## src/rtl/lsu_pkg.sv

```systemverilog
// Shared encodings and lane helpers for the RAM load/store initiator.
package lsu_pkg;

  localparam logic [2:0] FUNCT3_B  = 3'b000;
  localparam logic [2:0] FUNCT3_H  = 3'b001;
  localparam logic [2:0] FUNCT3_W  = 3'b010;
  localparam logic [2:0] FUNCT3_BU = 3'b100;
  localparam logic [2:0] FUNCT3_HU = 3'b101;

  localparam logic [1:0] ERR_OK       = 2'b00;
  localparam logic [1:0] ERR_MISALIGN = 2'b01;
  localparam logic [1:0] ERR_FAULT    = 2'b10;
  localparam logic [1:0] ERR_TIMEOUT  = 2'b11;

  typedef enum logic [1:0] {
    ST_IDLE  = 2'd0,
    ST_ISSUE = 2'd1,
    ST_WAIT  = 2'd2,
    ST_RESP  = 2'd3
  } state_t;

  function automatic logic funct3_illegal(input logic we, input logic [2:0] f3);
    logic bad;
    case (f3)
      FUNCT3_B, FUNCT3_H, FUNCT3_W: bad = 1'b0;
      FUNCT3_BU, FUNCT3_HU:         bad = we;
      default:                      bad = 1'b1;
    endcase
    return bad;
  endfunction

  function automatic logic [31:0] store_lanes(input logic [2:0] f3, input logic [31:0] d);
    logic [31:0] r;
    case (f3)
      FUNCT3_B: r = {4{d[7:0]}};
      FUNCT3_H: r = {2{d[15:0]}};
      default:  r = d;
    endcase
    return r;
  endfunction

  function automatic logic [3:0] store_strb(input logic [2:0] f3, input logic [1:0] off);
    logic [3:0] s;
    case (f3)
      FUNCT3_B: s = 4'b0001 << off;
      FUNCT3_H: s = off[1] ? 4'b1100 : 4'b0011;
      default:  s = 4'b1111;
    endcase
    return s;
  endfunction

  function automatic logic [31:0] load_extend(input logic [2:0] f3, input logic [1:0] off,
                                              input logic [31:0] d);
    logic [31:0] sh;
    logic [31:0] r;
    sh = d >> {off, 3'b000};
    case (f3)
      FUNCT3_B:  r = {{24{sh[7]}}, sh[7:0]};
      FUNCT3_H:  r = {{16{sh[15]}}, sh[15:0]};
      FUNCT3_BU: r = {24'h0, sh[7:0]};
      FUNCT3_HU: r = {16'h0, sh[15:0]};
      default:   r = d;
    endcase
    return r;
  endfunction

endpackage

```

## src/rtl/ram_lsu_master_if.sv

```systemverilog
// Core request/response and data-RAM port bundle; master = the LSU side.
interface ram_lsu_master_if #(
  parameter int ADDR_WIDTH = 12
) ();

  logic                  req_valid;
  logic                  req_ready;
  logic                  req_we;
  logic [2:0]            req_funct3;
  logic [31:0]           req_addr;
  logic [31:0]           req_wdata;
  logic                  resp_valid;
  logic [31:0]           resp_rdata;
  logic [1:0]            resp_err;
  logic                  ram_ce;
  logic                  ram_we;
  logic [3:0]            ram_wstrb;
  logic [ADDR_WIDTH-1:0] ram_addr;
  logic [31:0]           ram_wdata;
  logic [31:0]           ram_rdata;
  logic                  ram_rdata_valid;

  modport master (
    input  req_valid, req_we, req_funct3, req_addr, req_wdata, ram_rdata, ram_rdata_valid,
    output req_ready, resp_valid, resp_rdata, resp_err,
    output ram_ce, ram_we, ram_wstrb, ram_addr, ram_wdata
  );

  modport slave (
    output req_valid, req_we, req_funct3, req_addr, req_wdata, ram_rdata, ram_rdata_valid,
    input  req_ready, resp_valid, resp_rdata, resp_err,
    input  ram_ce, ram_we, ram_wstrb, ram_addr, ram_wdata
  );

endinterface

```

## src/rtl/lsu_align.sv

```systemverilog
// Combinational lane logic: store replication + strobes, or load shift + extend.
module lsu_align
  import lsu_pkg::*;
#(
  parameter bit LOAD_PATH = 1'b0
) (
  input  logic [2:0]  funct3,
  input  logic [1:0]  offset,
  input  logic [31:0] din,
  output logic [31:0] dout,
  output logic [3:0]  wstrb
);

  always_comb begin
    dout  = '0;
    wstrb = '0;
    if (LOAD_PATH) begin
      dout = load_extend(funct3, offset, din);
    end else begin
      dout  = store_lanes(funct3, din);
      wstrb = store_strb(funct3, offset);
    end
  end

endmodule

```

## src/rtl/ram_lsu_master.sv

```systemverilog
// Single-outstanding load/store initiator for the data RAM; all outputs registered.
module ram_lsu_master
  import lsu_pkg::*;
#(
  parameter int          ADDR_WIDTH     = 12,
  parameter logic [31:0] BASE_ADDR      = 32'h1000_0000,
  parameter int          TIMEOUT_CYCLES = 16
) (
  input logic              clk,
  input logic              rst,
  ram_lsu_master_if.master bus
);

  localparam int CW = $clog2(TIMEOUT_CYCLES + 1);

  state_t state, next_state;

  logic [2:0]    funct3_q;
  logic [1:0]    off_q;
  logic          we_q;
  logic [CW-1:0] cnt;
  logic [1:0]    chk_err;
  logic          timeout_hit;

  logic [31:0]   st_wdata;
  logic [3:0]    st_wstrb;
  logic [31:0]   ld_data;
  logic [3:0]    ld_strb_unused;

  logic                  req_ready_d, ram_ce_d, ram_we_d, resp_valid_d;
  logic [3:0]            ram_wstrb_d;
  logic [ADDR_WIDTH-1:0] ram_addr_d;
  logic [31:0]           ram_wdata_d, resp_rdata_d;
  logic [1:0]            resp_err_d;

  lsu_align #(.LOAD_PATH(1'b0)) u_store (
    .funct3 (bus.req_funct3),
    .offset (bus.req_addr[1:0]),
    .din    (bus.req_wdata),
    .dout   (st_wdata),
    .wstrb  (st_wstrb)
  );

  lsu_align #(.LOAD_PATH(1'b1)) u_load (
    .funct3 (funct3_q),
    .offset (off_q),
    .din    (bus.ram_rdata),
    .dout   (ld_data),
    .wstrb  (ld_strb_unused)
  );

  always_comb begin
    chk_err = ERR_OK;
    if (funct3_illegal(bus.req_we, bus.req_funct3))
      chk_err = ERR_FAULT;
    else if (bus.req_addr[31:ADDR_WIDTH+2] != BASE_ADDR[31:ADDR_WIDTH+2])
      chk_err = ERR_FAULT;
    else if (((bus.req_funct3 == FUNCT3_H) || (bus.req_funct3 == FUNCT3_HU)) && bus.req_addr[0])
      chk_err = ERR_MISALIGN;
    else if ((bus.req_funct3 == FUNCT3_W) && (bus.req_addr[1:0] != 2'b00))
      chk_err = ERR_MISALIGN;
  end

  // Counter holds the number of WAIT cycles already elapsed, so the last allowed one is N-1.
  assign timeout_hit = (cnt == CW'(TIMEOUT_CYCLES - 1));

  always_ff @(posedge clk) begin
    if (rst) state <= ST_IDLE;
    else     state <= next_state;
  end

  always_comb begin
    next_state = state;
    case (state)
      ST_IDLE:  if (bus.req_valid) next_state = (chk_err != ERR_OK) ? ST_RESP : ST_ISSUE;
      ST_ISSUE: next_state = ST_WAIT;
      ST_WAIT:  if (bus.ram_rdata_valid || timeout_hit) next_state = ST_RESP;
      ST_RESP:  next_state = ST_IDLE;
      default:  next_state = ST_IDLE;
    endcase
  end

  // Output values for the upcoming state, registered below so every output is a flop.
  always_comb begin
    req_ready_d  = (next_state == ST_IDLE);
    ram_ce_d     = 1'b0;
    ram_we_d     = 1'b0;
    ram_wstrb_d  = '0;
    ram_addr_d   = '0;
    ram_wdata_d  = '0;
    resp_valid_d = 1'b0;
    resp_rdata_d = '0;
    resp_err_d   = ERR_OK;
    if ((state == ST_IDLE) && (next_state == ST_ISSUE)) begin
      ram_ce_d    = 1'b1;
      ram_we_d    = bus.req_we;
      ram_addr_d  = bus.req_addr[ADDR_WIDTH+1:2];
      ram_wstrb_d = bus.req_we ? st_wstrb : 4'b0000;
      ram_wdata_d = bus.req_we ? st_wdata : 32'h0;
    end
    if (next_state == ST_RESP) begin
      resp_valid_d = 1'b1;
      if (state == ST_IDLE) begin
        resp_err_d = chk_err;
      end else if (bus.ram_rdata_valid) begin
        resp_rdata_d = we_q ? 32'h0 : ld_data;
      end else begin
        resp_err_d = ERR_TIMEOUT;
      end
    end
  end

  always_ff @(posedge clk) begin
    if (rst) begin
      bus.req_ready  <= 1'b1;
      bus.ram_ce     <= 1'b0;
      bus.ram_we     <= 1'b0;
      bus.ram_wstrb  <= '0;
      bus.ram_addr   <= '0;
      bus.ram_wdata  <= '0;
      bus.resp_valid <= 1'b0;
      bus.resp_rdata <= '0;
      bus.resp_err   <= '0;
      funct3_q       <= '0;
      off_q          <= '0;
      we_q           <= 1'b0;
      cnt            <= '0;
    end else begin
      bus.req_ready  <= req_ready_d;
      bus.ram_ce     <= ram_ce_d;
      bus.ram_we     <= ram_we_d;
      bus.ram_wstrb  <= ram_wstrb_d;
      bus.ram_addr   <= ram_addr_d;
      bus.ram_wdata  <= ram_wdata_d;
      bus.resp_valid <= resp_valid_d;
      bus.resp_rdata <= resp_rdata_d;
      bus.resp_err   <= resp_err_d;
      if ((state == ST_IDLE) && bus.req_valid) begin
        funct3_q <= bus.req_funct3;
        off_q    <= bus.req_addr[1:0];
        we_q     <= bus.req_we;
      end
      cnt <= ((state == ST_WAIT) && (next_state == ST_WAIT)) ? cnt + CW'(1) : '0;
    end
  end

endmodule

```

## src/flat_wrapper.sv

```systemverilog
// flat-port wrapper written by rule: the top's interface ports become plain ports
module ram_lsu_master_flat import lsu_pkg::*;
#(
  parameter int          ADDR_WIDTH     = 12,
  parameter logic [31:0] BASE_ADDR      = 32'h1000_0000,
  parameter int          TIMEOUT_CYCLES = 16
)
  (clk, rst, bus_req_valid, bus_req_we, bus_req_funct3, bus_req_addr, bus_req_wdata, bus_ram_rdata, bus_ram_rdata_valid, bus_req_ready, bus_resp_valid, bus_resp_rdata, bus_resp_err, bus_ram_ce, bus_ram_we, bus_ram_wstrb, bus_ram_addr, bus_ram_wdata);
  ram_lsu_master_if #(.ADDR_WIDTH(ADDR_WIDTH)) bus_i ();
  input logic clk;
  input logic rst;
  input wire logic [$bits(bus_i.req_valid)-1:0] bus_req_valid;
  input wire logic [$bits(bus_i.req_we)-1:0] bus_req_we;
  input wire logic [$bits(bus_i.req_funct3)-1:0] bus_req_funct3;
  input wire logic [$bits(bus_i.req_addr)-1:0] bus_req_addr;
  input wire logic [$bits(bus_i.req_wdata)-1:0] bus_req_wdata;
  input wire logic [$bits(bus_i.ram_rdata)-1:0] bus_ram_rdata;
  input wire logic [$bits(bus_i.ram_rdata_valid)-1:0] bus_ram_rdata_valid;
  output wire logic [$bits(bus_i.req_ready)-1:0] bus_req_ready;
  output wire logic [$bits(bus_i.resp_valid)-1:0] bus_resp_valid;
  output wire logic [$bits(bus_i.resp_rdata)-1:0] bus_resp_rdata;
  output wire logic [$bits(bus_i.resp_err)-1:0] bus_resp_err;
  output wire logic [$bits(bus_i.ram_ce)-1:0] bus_ram_ce;
  output wire logic [$bits(bus_i.ram_we)-1:0] bus_ram_we;
  output wire logic [$bits(bus_i.ram_wstrb)-1:0] bus_ram_wstrb;
  output wire logic [$bits(bus_i.ram_addr)-1:0] bus_ram_addr;
  output wire logic [$bits(bus_i.ram_wdata)-1:0] bus_ram_wdata;
  assign bus_i.req_valid = bus_req_valid;
  assign bus_i.req_we = bus_req_we;
  assign bus_i.req_funct3 = bus_req_funct3;
  assign bus_i.req_addr = bus_req_addr;
  assign bus_i.req_wdata = bus_req_wdata;
  assign bus_i.ram_rdata = bus_ram_rdata;
  assign bus_i.ram_rdata_valid = bus_ram_rdata_valid;
  assign bus_req_ready = bus_i.req_ready;
  assign bus_resp_valid = bus_i.resp_valid;
  assign bus_resp_rdata = bus_i.resp_rdata;
  assign bus_resp_err = bus_i.resp_err;
  assign bus_ram_ce = bus_i.ram_ce;
  assign bus_ram_we = bus_i.ram_we;
  assign bus_ram_wstrb = bus_i.ram_wstrb;
  assign bus_ram_addr = bus_i.ram_addr;
  assign bus_ram_wdata = bus_i.ram_wdata;
  ram_lsu_master #(.ADDR_WIDTH(ADDR_WIDTH), .BASE_ADDR(BASE_ADDR), .TIMEOUT_CYCLES(TIMEOUT_CYCLES)) u_core (.clk(clk), .rst(rst), .bus(bus_i));
endmodule
```

## config.mk

```make
export PLATFORM = sky130hd
export DESIGN_NAME = ram_lsu_master_flat
export DESIGN_NICKNAME = d
export VERILOG_FILES = /design/src/rtl/lsu_pkg.sv /design/src/rtl/ram_lsu_master_if.sv /design/src/rtl/lsu_align.sv /design/src/rtl/ram_lsu_master.sv /design/src/flat_wrapper.sv
export SDC_FILE = /design/constraint.sdc
export NUM_CORES = 1
export LEC_CHECK = 0
export ABC_AREA = 1
export BUFFER_PORTS_ARGS = -buffer_cell sky130_fd_sc_hd__buf_2
export CELL_PAD_IN_SITES_DETAIL_PLACEMENT = 1
export CELL_PAD_IN_SITES_GLOBAL_PLACEMENT = 1
export CORE_MARGIN = 8
export CORE_UTILIZATION = 36
export CTS_CLUSTER_SIZE = 40
export DETAILED_ROUTE_END_ITERATION = 10
export PLACE_DENSITY = 0.87
export SLEW_MARGIN = 20
export SYNTH_ARGS = -nofsm -noshare
export SYNTH_HDL_FRONTEND = slang
export SYNTH_HIERARCHICAL = 1
export SYNTH_SLANG_ARGS = --single-unit
```

## constraint.sdc

```tcl
create_clock -name clk -period 4.4 [get_ports clk]
set_input_delay 0 -clock clk [delete_from_list [all_inputs] [get_ports clk]]
set_output_delay 0 -clock clk [all_outputs]
set_load 0.1 [all_outputs]
```

* Yosys cells after proc, flatten, opt, wreduce, memory -nomap -nowiden
Cells that the tools add are included.
** Cells by class
- Bitwise operators :: 5
- Eq/ne operators :: 15
- Muxes and demuxes :: 17
- $add $sub $neg :: 1
- Shift operators :: 2
- Reduce and logical (&&, ||, !) cells :: 20
** Operators with widths (number)
- $pmux 32 s4 :: 1
- $pmux 32 s2 :: 1
- $shr 32x5->16 :: 1
- $ne 18x15->1 const B :: 1
- $mux 2 :: 8
- $eq 3x3->1 const B :: 4
- $eq 2x2->1 const B :: 4
- $pmux 2 s4 :: 1
- $pmux 4 s2 :: 1
- $reduce_or 2->1 :: 4
- $eq 3x1->1 const B :: 2
- $logic_not 3->1 :: 2
- $reduce_or 3->1 :: 2
- $add 5x1->5 const B :: 1
- $eq 5x4->1 const B :: 1
- $logic_and 1x1->1 :: 5
- $not 1->1 :: 5
- $reduce_or 5->1 :: 1
- $eq 2x1->1 const B :: 2
- $logic_not 2->1 :: 2
- $mux 4 :: 1
- $reduce_bool 2->1 :: 2
- $shl 1x2->4 const A :: 1
- $eq 3x2->1 const B :: 1
- other kinds (3) :: 6
** Word-level totals
- Bits of input ports :: 104
- Output and inout bits :: 86
- Flip-flop bits (word level) :: 99

* Depth between registers and ports, before layout
Gate-level depths: netlist of run 1.
- Word-level depth :: 14
- Gate-level depth with buffers :: 12
- Depth with buffers taken out :: 11

* Modules after synthesis
The synthesis of run 1 kept the hierarchy.
** Modules (own cells, without submodules)
- ram_lsu_master :: area each 3274.4 um2, cells each 379, times used 1, sequential area each 1981.9 um2
- lsu_align (u_core.u_load) :: area each 1051.0 um2, cells each 215, times used 1, sequential area each 0.0 um2
- lsu_align (u_core.u_store) :: area each 499.2 um2, cells each 107, times used 1, sequential area each 0.0 um2

* Least setup slack after synthesis of run 1
Ideal clock, no wire load.
- Kind :: register to register
- From :: register u_core.cnt[0]
- To :: register u_core.bus.ram_wdata[0]
- Buffers on the path :: 1
- Path slack :: 2.693 ns
- Stages on the path, launching flop included :: 11
- Clock period less this slack :: 1.707 ns
- Arrival :: 1.646 ns
- Path through :: dfxtp_1 ha_1 and3_1 ha_1 nor3_1 o21ai_1 nand2_1 nor3_2 nand3_4 buf_6 nor2_2
** Between the ends
- Longest elaborated chain between the ends :: 8
** RTL lines
- from (decl) :: RTL line ram_lsu_master.sv:21 : logic [CW-1:0] cnt;
- from (signal assigned) :: RTL line ram_lsu_master.sv:143 : cnt <= ((state == ST_WAIT) && (next_state == ST_WAIT)) ? cnt + CW'(1) : '0;
- $eq 5x4->1 :: RTL line ram_lsu_master.sv:65 : assign timeout_hit = (cnt == CW'(TIMEOUT_CYCLES - 1));
- $logic_or 1x1->1 :: RTL line ram_lsu_master.sv:77 : ST_WAIT: if (bus.ram_rdata_valid || timeout_hit) next_state = ST_RESP;
- $mux 2 :: RTL line ram_lsu_master.sv:77
- $pmux 2 s4 :: RTL line ram_lsu_master.sv:74 : case (state)
- $eq 2x1->1 :: RTL line ram_lsu_master.sv:94 : if ((state == ST_IDLE) && (next_state == ST_ISSUE)) begin
- $logic_and 1x1->1 :: RTL line ram_lsu_master.sv:94
- $not 1->1 (no line)
- $reduce_or 3->1 (no line)
- to (signal assigned) :: RTL line ram_lsu_master.sv:134 : bus.ram_wdata <= ram_wdata_d;
- to (decl) :: RTL line ram_lsu_master_if.sv:26 : output ram_ce, ram_we, ram_wstrb, ram_addr, ram_wdata
No other way between the ends.
A chain may end at the register's enable or synchronous reset.

* Worst setup path after layout of run 1
- From :: register u_core.cnt[0]
- To :: register u_core.bus.resp_rdata[22]
** Between the ends
- Longest elaborated chain between the ends :: 7
** RTL lines
- $eq 5x4->1 :: RTL line ram_lsu_master.sv:65
- $logic_or 1x1->1 :: RTL line ram_lsu_master.sv:77
- $mux 2 :: RTL line ram_lsu_master.sv:77
- $pmux 2 s4 :: RTL line ram_lsu_master.sv:74
- $eq 2x2->1 :: RTL line ram_lsu_master.sv:101 : if (next_state == ST_RESP) begin
- $not 1->1 (no line)
- $reduce_or 5->1 (no line)
- to (signal assigned) :: RTL line ram_lsu_master.sv:136 : bus.resp_rdata <= resp_rdata_d;
- to (decl) :: RTL line ram_lsu_master_if.sv:25 : output req_ready, resp_valid, resp_rdata, resp_err,
No other way between the ends.

==> results.md, run 1 <==
* Vias in the first global route at between 5000 and 6000
* R2R cell count at 9
* Avg Vias per Cell at 4.77
* Initial antenna violation count at 2
* Final WS setup at ~2.0 ns
* Critical path, cell by cell: ha_1 > and3_1 > ha_1 > nor3_1 > o21ai_1 > nand2_1 > nor2_2 > nand4_2 > nor2_1
* Area of the die at between 15000 and 20000 um^2
* Worst Skew at about 0.017 ns
* Area added between synthesis and finish at 37.5%
* Tmin final at 2.42 ns
* Largest stage delay, worst path at between 0.6 and 0.7 ns
* Lkg Pwr at 3.70 nW
* CP required at approximately 4.7 ns
* RR Endpoint: u_core/bus.resp_rdata[22]$_SDFF_PP0_
* Worst-Skew Late Latency at 0.36 ns
* Setup crit start: u_core/cnt[0]$_SDFF_PP0_
* DRT antenna net count at 0
* Setup tns final at 0 ns
* Slew headroom at 0.373
* Slowest-stage cell, CP: nand4_2
* Peak Freq at 413 MHz
* Routability cong. at roughly 0.75
* IO Pins at 190
* Sequential cell area at a little under 2000 um^2
* Most frequent cell on the critical path: ha_1
* Total track usage at 0.220
* Fin nets at around 1000
* DR pass1 iterations at 5
* Synthesis Warnings at 6
* # Post-CTS Setup Buffers at 0
* Footprint of the multi-input gates at 2070 um^2
* IO buf count at roughly 190
* Share of layout cells above drive strength 1 at 0.292
* Pin count of the biggest net entering global routing at 38
* Clock root buffer master: clkbuf_16
* Die Ht at ~130 um
* Die W at between 100 and 150 um
* H-tree Lvls at 3
* Routed wire length at approximately 19 mm
* Avg Cell Area, Syn at 6.88 um^2
* Routed length per instance at 17.4 um
* Cells after synthesis at slightly below 700
* Pwr Density at about 560 nW/um^2
* Total grt overflow at 0
* Arrival time worst endpoint at about 2.7 ns
* Fill count at 1751
* R2R Setup Slk at around 2.0 ns
* Crit path kind: flop to flop
* CP endpoint: u_core/bus.resp_rdata[22]$_SDFF_PP0_
* CP Max Fanout at 32
* Reg2Reg Launch Point: u_core/cnt[0]$_SDFF_PP0_
* CP Launch Type: flop
* CTS tree: built
* Worst-margin pin slew at approximately 0.94 ns
* First-pass GRT wire length at 30.3 mm
* Num CTS Buffers at 9
* Clk buf depth at 2
* Final hold vios at 0
* Syn Nets at between 800 and 900
* Clk sinks at roughly 100
* Period utilization at 0.550
* Drt drc at 0
* DP HPWL at approximately 12 mm
* Hold Startpoint: bus_ram_rdata_valid
* Max-slew violation count at 0
* CP Capture Type: flop
* Post-Place Worst Slack at 1.90 ns
* FP Rows at 42
* DRT iter0 DRCs at 204
* Starting Density at 0.365
* Placeable Area at approximately 13000 um^2
* Routed via count at ~5200
* Status: completed
* Max VDD drop at 0.235 mV
* Final setup vio count at 0
* Post-Syn Area at about 4800 um^2
* Worst hold path type: input port to flop
* Worst-path clk slew at about 0.07 ns
* RSZ-0062 raised after global routing: no
* Maxcap violations at 0
cells in the final DEF (no fill, tap or decap), types with 5 or more instances in the layout:
| master | n |
|---|---|
| ha_1 | 5 |
| dlygate4sd3_1 | 54 |
| inv_1 | 123 |
| clkbuf_16 | 9 |
| o21ai_0 | 15 |
| o211ai_1 | 7 |
| buf_2 | 189 |
| a21oi_1 | 9 |
| nand2_1 | 164 |
| nor2_2 | 30 |
| nand3_1 | 49 |
| nand2_2 | 14 |
| dfxtp_1 | 99 |
| nor2_1 | 110 |
| nand4_1 | 11 |
registers in the layout (all words and copies together), names as in the netlist, 3 cells and up:
signal and flops:
u_core/bus.ram_addr 12, u_core/funct3_q 3, u_core/cnt 5, u_core/bus.ram_wstrb 4, u_core/bus.resp_rdata 32, u_core/bus.ram_wdata 32
repair_timing:
| item | in CTS | in global routing |
|---|---|---|
| endpoints found under the hold margin | 56 | 0 |
| hold buffers | 54 | 0 |
| resized for setup | 0 | 0 |
cell type report:
class	count	area share
antenna	2	0.000760
tap	176	0.0334
clock buffer	10	0.0363
clock inverter	6	0.0142
inverter	128	0.0741
timing repair buffer	244	0.227
sequential	99	0.301
multi-input combinational	435	0.314
how the worst min path moves through the flow:
stage	endpoint	slack, ns	cells after the start
after floorplan	u_core/state[1]$_SDFF_PP0_	0.08	1
after global placement	u_core/bus.ram_addr[2]$_SDFF_PP0_	0.21	3
after detailed placement	u_core/bus.ram_addr[1]$_SDFF_PP0_	0.22	3
after CTS	u_core/bus.resp_rdata[4]$_SDFF_PP0_	0.00003	5
after global routing	u_core/bus.resp_rdata[25]$_SDFF_PP0_	0.02	5
final	u_core/bus.resp_err[0]$_SDFF_PP0_	0.007	4
per-layer routing:
layer | vias to the layer above | wire, um | GRT usage
met2 | 220 | 10000 | 0.412
li1 | 2505 | - | -
met1 | 2463 | 6970 | 0.211
met5 | - | 0 | 0
met4 | 0 | 860 | 0.130
met3 | 57 | 1270 | 0.0614
stage by stage:
stage                     hold slack, ns  area (um^2)  cells  utilization  total power, W
after floorplan                   0.0837         4790    696            -         0.00250
after global placement             0.213         5710   1028        0.435         0.00273
after detailed placement           0.223         5710   1028        0.435         0.00277
after CTS                      0.0000346         6580   1098        0.501         0.00371
after global routing              0.0162         6590   1100        0.501         0.00391
final                            0.00660         6590   1100        0.501         0.00370
where the power goes:
| group | internal, W | switching, W |
|---|---|---|
| Combinational | 0.000392 | 0.00133 |
| Sequential | 0.00101 | 0.0000765 |
| Clock | 0.000521 | 0.000372 |
| Total | 0.00192 | 0.00177 |
critical path: cells and delay by family, from the launching register on:
| kind | cells | cell delay (ns) |
|---|---|---|
| adders and majority gates | 2 | 0.32 |
| and+or+nand+nor | 6 | 1.48 |
| DFF | 1 | 0.36 |
| AOI/OAI and AO/OA | 1 | 0.16 |
Note: power is estimated with default switching activity, not from simulation.
==> run 2, diff against run 1 <==
--- a/config.mk
+++ b/config.mk
@@ -10,10 +10,10 @@
 export CELL_PAD_IN_SITES_DETAIL_PLACEMENT = 1
 export CELL_PAD_IN_SITES_GLOBAL_PLACEMENT = 1
 export CORE_MARGIN = 8
-export CORE_UTILIZATION = 36
+export CORE_UTILIZATION = 33
 export CTS_CLUSTER_SIZE = 40
 export DETAILED_ROUTE_END_ITERATION = 10
-export PLACE_DENSITY = 0.87
+export PLACE_DENSITY = 0.8
 export SLEW_MARGIN = 20
 export SYNTH_ARGS = -nofsm -noshare
 export SYNTH_HDL_FRONTEND = slang
==> constraint.sdc (replaced) <==
create_clock -name clk -period 2.3 [get_ports clk]
set_input_delay 0 -clock clk [delete_from_list [all_inputs] [get_ports clk]]
set_output_delay 0 -clock clk [all_outputs]
set_load 0.1 [all_outputs]
==> results.md, run 2 (synthesis results as in run 1) <==
* Status: completed
* Commonest cells after routing, fill and taps aside: buf_2, nand2_1, inv_1
* P_int at roughly 0.0035 W
* IO buf count at 189
* DP HPWL at ~12 mm
* Grt met1 use at 0.205
* Max VDD drop at 0.409 mV
* Area added between synthesis and finish at 39.0%
* Clock root buffer master: clkbuf_16
* DRT antenna net count at 0
* Die W at between 100 and 150 um
* Routed wire length at 18.0 mm
* Slowest-stage cell, CP: dfxtp_1
* Top Usage Layer GRT: met2
* Pwr Density at between 1000 and 1500 nW/um^2
* Routability cong. at between 0.8 and 0.9
* # Post-CTS Setup Buffers at 0
* Register share of total power at 0.293
* Clk buf depth at 2
* IO Pins at 190
* Period utilization at 0.875
* Critical path, cell by cell: ha_1 > and3_1 > ha_1 > nor3_1 > o21ai_1 > nand2_1 > nor3_2 > nand2_2 > nor2_1
* Psw at ~0.0035 W
* Total grt overflow at 0
* Initial antenna violation count at 1
* Final setup vio count at 0
* Top delay family on crit path: simple AND/OR/NAND/NOR gates
* Final hold vios at 0
* Commonest non-fill, non-tap cell in the layout: buf_2
* Slew headroom at 0.599
* CP Max Fanout at 13
* CP Capture Type: flop
* Max-slew violation count at 0
* Area of the die at approximately 19000 um^2
* Avg Vias per Cell at around 4.6
* Total track usage at 0.196
* Clock power frac at 0.219
* Pin count of the biggest net entering global routing at 38
* CP required at approximately 2.6 ns
* Regs by FF count: u_core/bus.ram_wdata: 32 flops, u_core/bus.resp_rdata: 32 flops, u_core/bus.ram_addr: 12 flops
* Num CTS Buffers at 9
* Setup tns final at 0 ns
* Combinational Power Share at 0.488
* Largest stage delay, worst path at about 0.35 ns
* First-pass GRT wire length at 28.3 mm
* RSZ-0062 raised after global routing: no
* Maxcap violations at 0
* Post-Place Cells at about 1000
* Most frequent cell on the critical path: ha_1
* Fin nets at 1035
* Worst hold path type: input port to flop
* Peak Freq at 497 MHz
* Reg2Reg Launch Point: u_core/cnt[0]$_SDFF_PP0_
* Arrival time worst endpoint at ~2.3 ns
* Drt drc at 0
* Buf/Inv on CP at 0
* Die Ht at roughly 140 um
* Hold Startpoint: bus_req_wdata[24]
* CP Launch Type: flop
* Overall power at roughly 0.0069 W
* Crit path kind: flop to flop
* Routed length per instance at 16.1 um
* FP Rows at 44
* DR pass1 iterations at 4
* Worst-margin pin slew at between 0.5 and 0.6 ns
* Placeable Area at between 10000 and 15000 um^2
* Lkg Pwr at around 3.7 nW
* Share of layout cells above drive strength 1 at 0.298
* Final cell count without fillers at 1116
* Routed via count at roughly 5000
* Vias in the first global route at 5520
* CTS tree: built
* DRT iter0 DRCs at 213
* GR Layer Usage met3 at 0.0642
* Setup crit start: u_core/cnt[0]$_SDFF_PP0_
* H-tree Lvls at 3
* Worst-path clk slew at about 0.08 ns
* Tmin final at 2.01 ns
* Grt met2 use at 0.342
* Sw Ratio at 0.497
* Starting Density at 0.333
* Worst Skew at ~0.014 ns
* Clk sinks at 99
* Worst-Skew Late Latency at between 0.3 and 0.4 ns
* Hold slack final at 0.00734 ns
==> run 2: cell types whose count changed in the layout (fill, tap and decap cells not counted), sizes merged <==
cell,before,now
clkinv,1,4
clkbuf,10,9
buf,190,197
dlygate4sd3,54,56
bufinv,2,0
diode,2,1
==> run 2: power by group through the flow <==
stage | sequential (W) | combinational [W] | clock [W]
6_report | 0.00203 | 0.00339 | 0.00152
5_1_grt | 0.00206 | 0.00369 | 0.00164
4_1_cts | 0.00203 | 0.00340 | 0.00156
3_5_place_dp | 0.00207 | 0.00330 | 0
3_3_place_gp | 0.00206 | 0.00324 | 0
2_1_floorplan | 0.00328 | 0.00150 | 0
==> run 2: worst paths after layout <==
path / end / slack [ns] / cells after the start
hold / removal: u_core/bus.ram_wdata[24]$_SDFF_PP0_ / 0.007 / 5
setup reg to reg: u_core/bus.ram_addr[7]$_SDFF_PP0_ / 0.29 / 9
hold reg to reg: u_core/cnt[0]$_SDFF_PP0_ / 0.45 / 1
setup / recovery: u_core/bus.ram_addr[7]$_SDFF_PP0_ / 0.29 / 9
==> run 2: final cells by class <==
cell class | count | area [um^2]
clock inverters | 7 | 70.1
diodes | 1 | 2.50
fillers | 1860 | 7710
repair buffers | 253 | 1590
flip-flops and latches | 99 | 1980
multi-input cells | 435 | 2070
inverters | 128 | 488
clock buffers | 9 | 225
well taps | 184 | 230
==> run 2: per-stage QoR <==
stage                     worst slack, ns  area (um^2)   util
after global placement              0.332         5800  0.403
after detailed placement            0.242         5800  0.403
after floorplan                     0.593         4790      -
after CTS                           0.215         6650  0.463
after global routing                0.148         6660  0.463
final                               0.288         6660  0.463
==> run 2: worst min-delay path, cell delays in order <==
cell and delay (ns):
buf_2 0.07, nand2_1 0.05, nand3_1 0.09, inv_1 0.05
nor2_2 0.08
==> run 2: layer usage <==
layer,part of all wire,vias to the layer above
met5,0,-
met4,0.039,0
met3,0.083,41
met2,0.50,172
met1,0.38,2353
li1,-,2535
==> run 2: repair_timing <==
action | in CTS | in global routing
setup endpoints to repair | 0 | 1
hold endpoints to repair | 58 | 0
hold buffers | 56 | 0
gates resized for setup | 0 | 1
==> run 3, diff against run 2 <==
--- a/config.mk
+++ b/config.mk
@@ -13,6 +13,7 @@
 export CORE_UTILIZATION = 33
 export CTS_CLUSTER_SIZE = 40
 export DETAILED_ROUTE_END_ITERATION = 10
+export GPL_TIMING_DRIVEN = 0
 export PLACE_DENSITY = 0.8
 export SLEW_MARGIN = 20
 export SYNTH_ARGS = -nofsm -noshare
==> results.md, run 3 (synthesis results as in run 1) <==
* Status: completed
* Routability cong. at a little over 0.8
* Routed via count at roughly 5300
* Commonest non-fill, non-tap cell in the layout: buf_2
* DRT antenna net count at 0
* Initial antenna violation count at 0
* Avg Vias per Cell at roughly 4.6
* Worst-margin pin slew at just over 0.6 ns
* DRT iter0 DRCs at roughly 230
* Combinational Power Share at 0.500
* Num CTS Buffers at 9
* Worst hold path type: input port to flop
* Total grt overflow at 0
* Slowest-stage cell, CP: dfxtp_1
* Arrival time worst endpoint at about 2.4 ns
* Placeable Area at 14400 um^2
* Sequential cell area at 1980 um^2
* Starting Density at 0.333
* CTS tree: built
* Regs by FF count: u_core/bus.ram_wdata: 32 flops, u_core/bus.resp_rdata: 32 flops, u_core/bus.ram_addr: 12 flops
* Setup tns final at 0 ns
* Pin count of the biggest net entering global routing at 17
* Pwr Density at around 1000 nW/um^2
* Max VDD drop at 0.635 mV
* Routed wire length at between 15 and 20 mm
* Psw at 0.00349 W
* Register share of total power at 0.281
* DR pass1 iterations at 5
* Maxcap violations at 0
* Routed length per instance at 16.9 um
* Tmin final at 2.15 ns
* Lkg Pwr at about 3.8 nW
* Clk buf depth at 2
* First-pass GRT wire length at 30.4 mm
* P_int at approximately 0.0037 W
* Critical path, cell by cell: ha_1 > and3_1 > ha_1 > nor3_1 > o21ai_1 > nand2_1 > nor3_2 > nand2_1 > buf_2 > nor2_1
* Die W at ~140 um
* DP HPWL at 12.9 mm
* Area of the die at around 19000 um^2
* # Post-CTS Setup Buffers at 0
* Worst Skew at ~0.013 ns
* Top delay family on crit path: simple AND/OR/NAND/NOR gates
* Final setup vio count at 0
* Period utilization at 0.936
* Total track usage at 0.211
* Share of layout cells above drive strength 1 at 0.310
* Vias in the first global route at 5876
* Max-slew violation count at 0
* CP Capture Type: flop
* Buf/Inv on CP at 1
* Footprint of the multi-input gates at around 2100 um^2
* Clock power frac at 0.219
* Util after Layout at 0.478
* FP Rows at 44
* Worst-path clk slew at ~0.070 ns
* Die Ht at 136 um
* Crit path kind: flop to flop
* Area added between synthesis and finish at 43.2%
* IO buf count at roughly 190
* Clock root buffer master: clkbuf_16
* Final hold vios at 0
* IO Pins at 190
* Commonest cells after routing, fill and taps aside: buf_2, nand2_1, inv_1
* Largest stage delay, worst path at between 0.3 and 0.4 ns
* RSZ-0062 raised after global routing: no
* CP required at about 2.6 ns
* CP Max Fanout at 10
* Slew headroom at 0.595
* CP Launch Type: flop
* Fin nets at about 1100
* Clk sinks at between 90 and 100
* Worst-Skew Late Latency at 0.36 ns
* Peak Freq at 465 MHz
* H-tree Lvls at 3
* Drt drc at 0
* Fill count at around 1900
* Sw Ratio at 0.485
-- run 3: path summary, 6_finish.rpt --
| path | start | end | slack (ns) | cells past startpoint |
|---|---|---|---|---|
| min reg2reg | u_core/cnt[0]$_SDFF_PP0_ | u_core/cnt[0]$_SDFF_PP0_ | 0.45 | 1 |
| max | u_core/cnt[0]$_SDFF_PP0_ | u_core/bus.ram_addr[8]$_SDFF_PP0_ | 0.15 | 10 |
| max reg2reg | u_core/cnt[0]$_SDFF_PP0_ | u_core/bus.ram_addr[8]$_SDFF_PP0_ | 0.15 | 10 |
| min | bus_ram_rdata_valid | u_core/bus.resp_err[0]$_SDFF_PP0_ | 0.007 | 4 |
-- run 3: layer usage --
layer,share of wire,routed length (um),GRT usage
met3,0.078,1500,0.0606
met5,0,0,0
met1,0.39,7430,0.223
met4,0.036,688,0.0970
met2,0.50,9660,0.379
-- run 3: worst min-delay path, cell delays in order --
cell	delay [ns]
buf_2	0.11
nor2_1	0.06
nor2_1	0.10
nor2_1	0.04
-- run 3: layout make-up --
cell class	count	share of cell area
clock inverters	5	0.00912
repair buffers	247	0.222
clock buffers	10	0.0348
diodes	1	0.000365
multi-input cells	435	0.302
inverters	128	0.0711
flip-flops and latches	99	0.289
plain buffers	34	0.0376
well taps	184	0.0335
-- run 3: per-stage QoR --
stage	total power [W]	hold WS (ns)	instance area (um^2)	cells	setup WS (ns)
2_1_floorplan	0.00478	0.0837	4790	696	0.593
3_3_place_gp	0.00545	0.215	5970	1069	0.256
3_5_place_dp	0.00551	0.222	5970	1069	0.192
4_1_cts	0.00719	0.0000502	6850	1142	0.103
5_1_grt	0.00759	0.0164	6860	1142	0.0109
6_report	0.00719	0.00677	6860	1143	0.148
-- run 3: timing repair --
action                     in CTS  in global routing
hold buffers                   58                  0
resized for setup               0                  2
hold endpoints to repair       55                  0
setup endpoints to repair       0                  9
-- run 3: power groups by stage --
| stage | sequential [W] | clock, W | combinational, W |
|---|---|---|---|
| finish | 0.00202 | 0.00157 | 0.00359 |
| global route | 0.00204 | 0.00167 | 0.00387 |
| CTS | 0.00202 | 0.00160 | 0.00356 |
| detailed placement | 0.00205 | 0 | 0.00346 |
| global placement | 0.00204 | 0 | 0.00341 |
| floorplan | 0.00328 | 0 | 0.00150 |
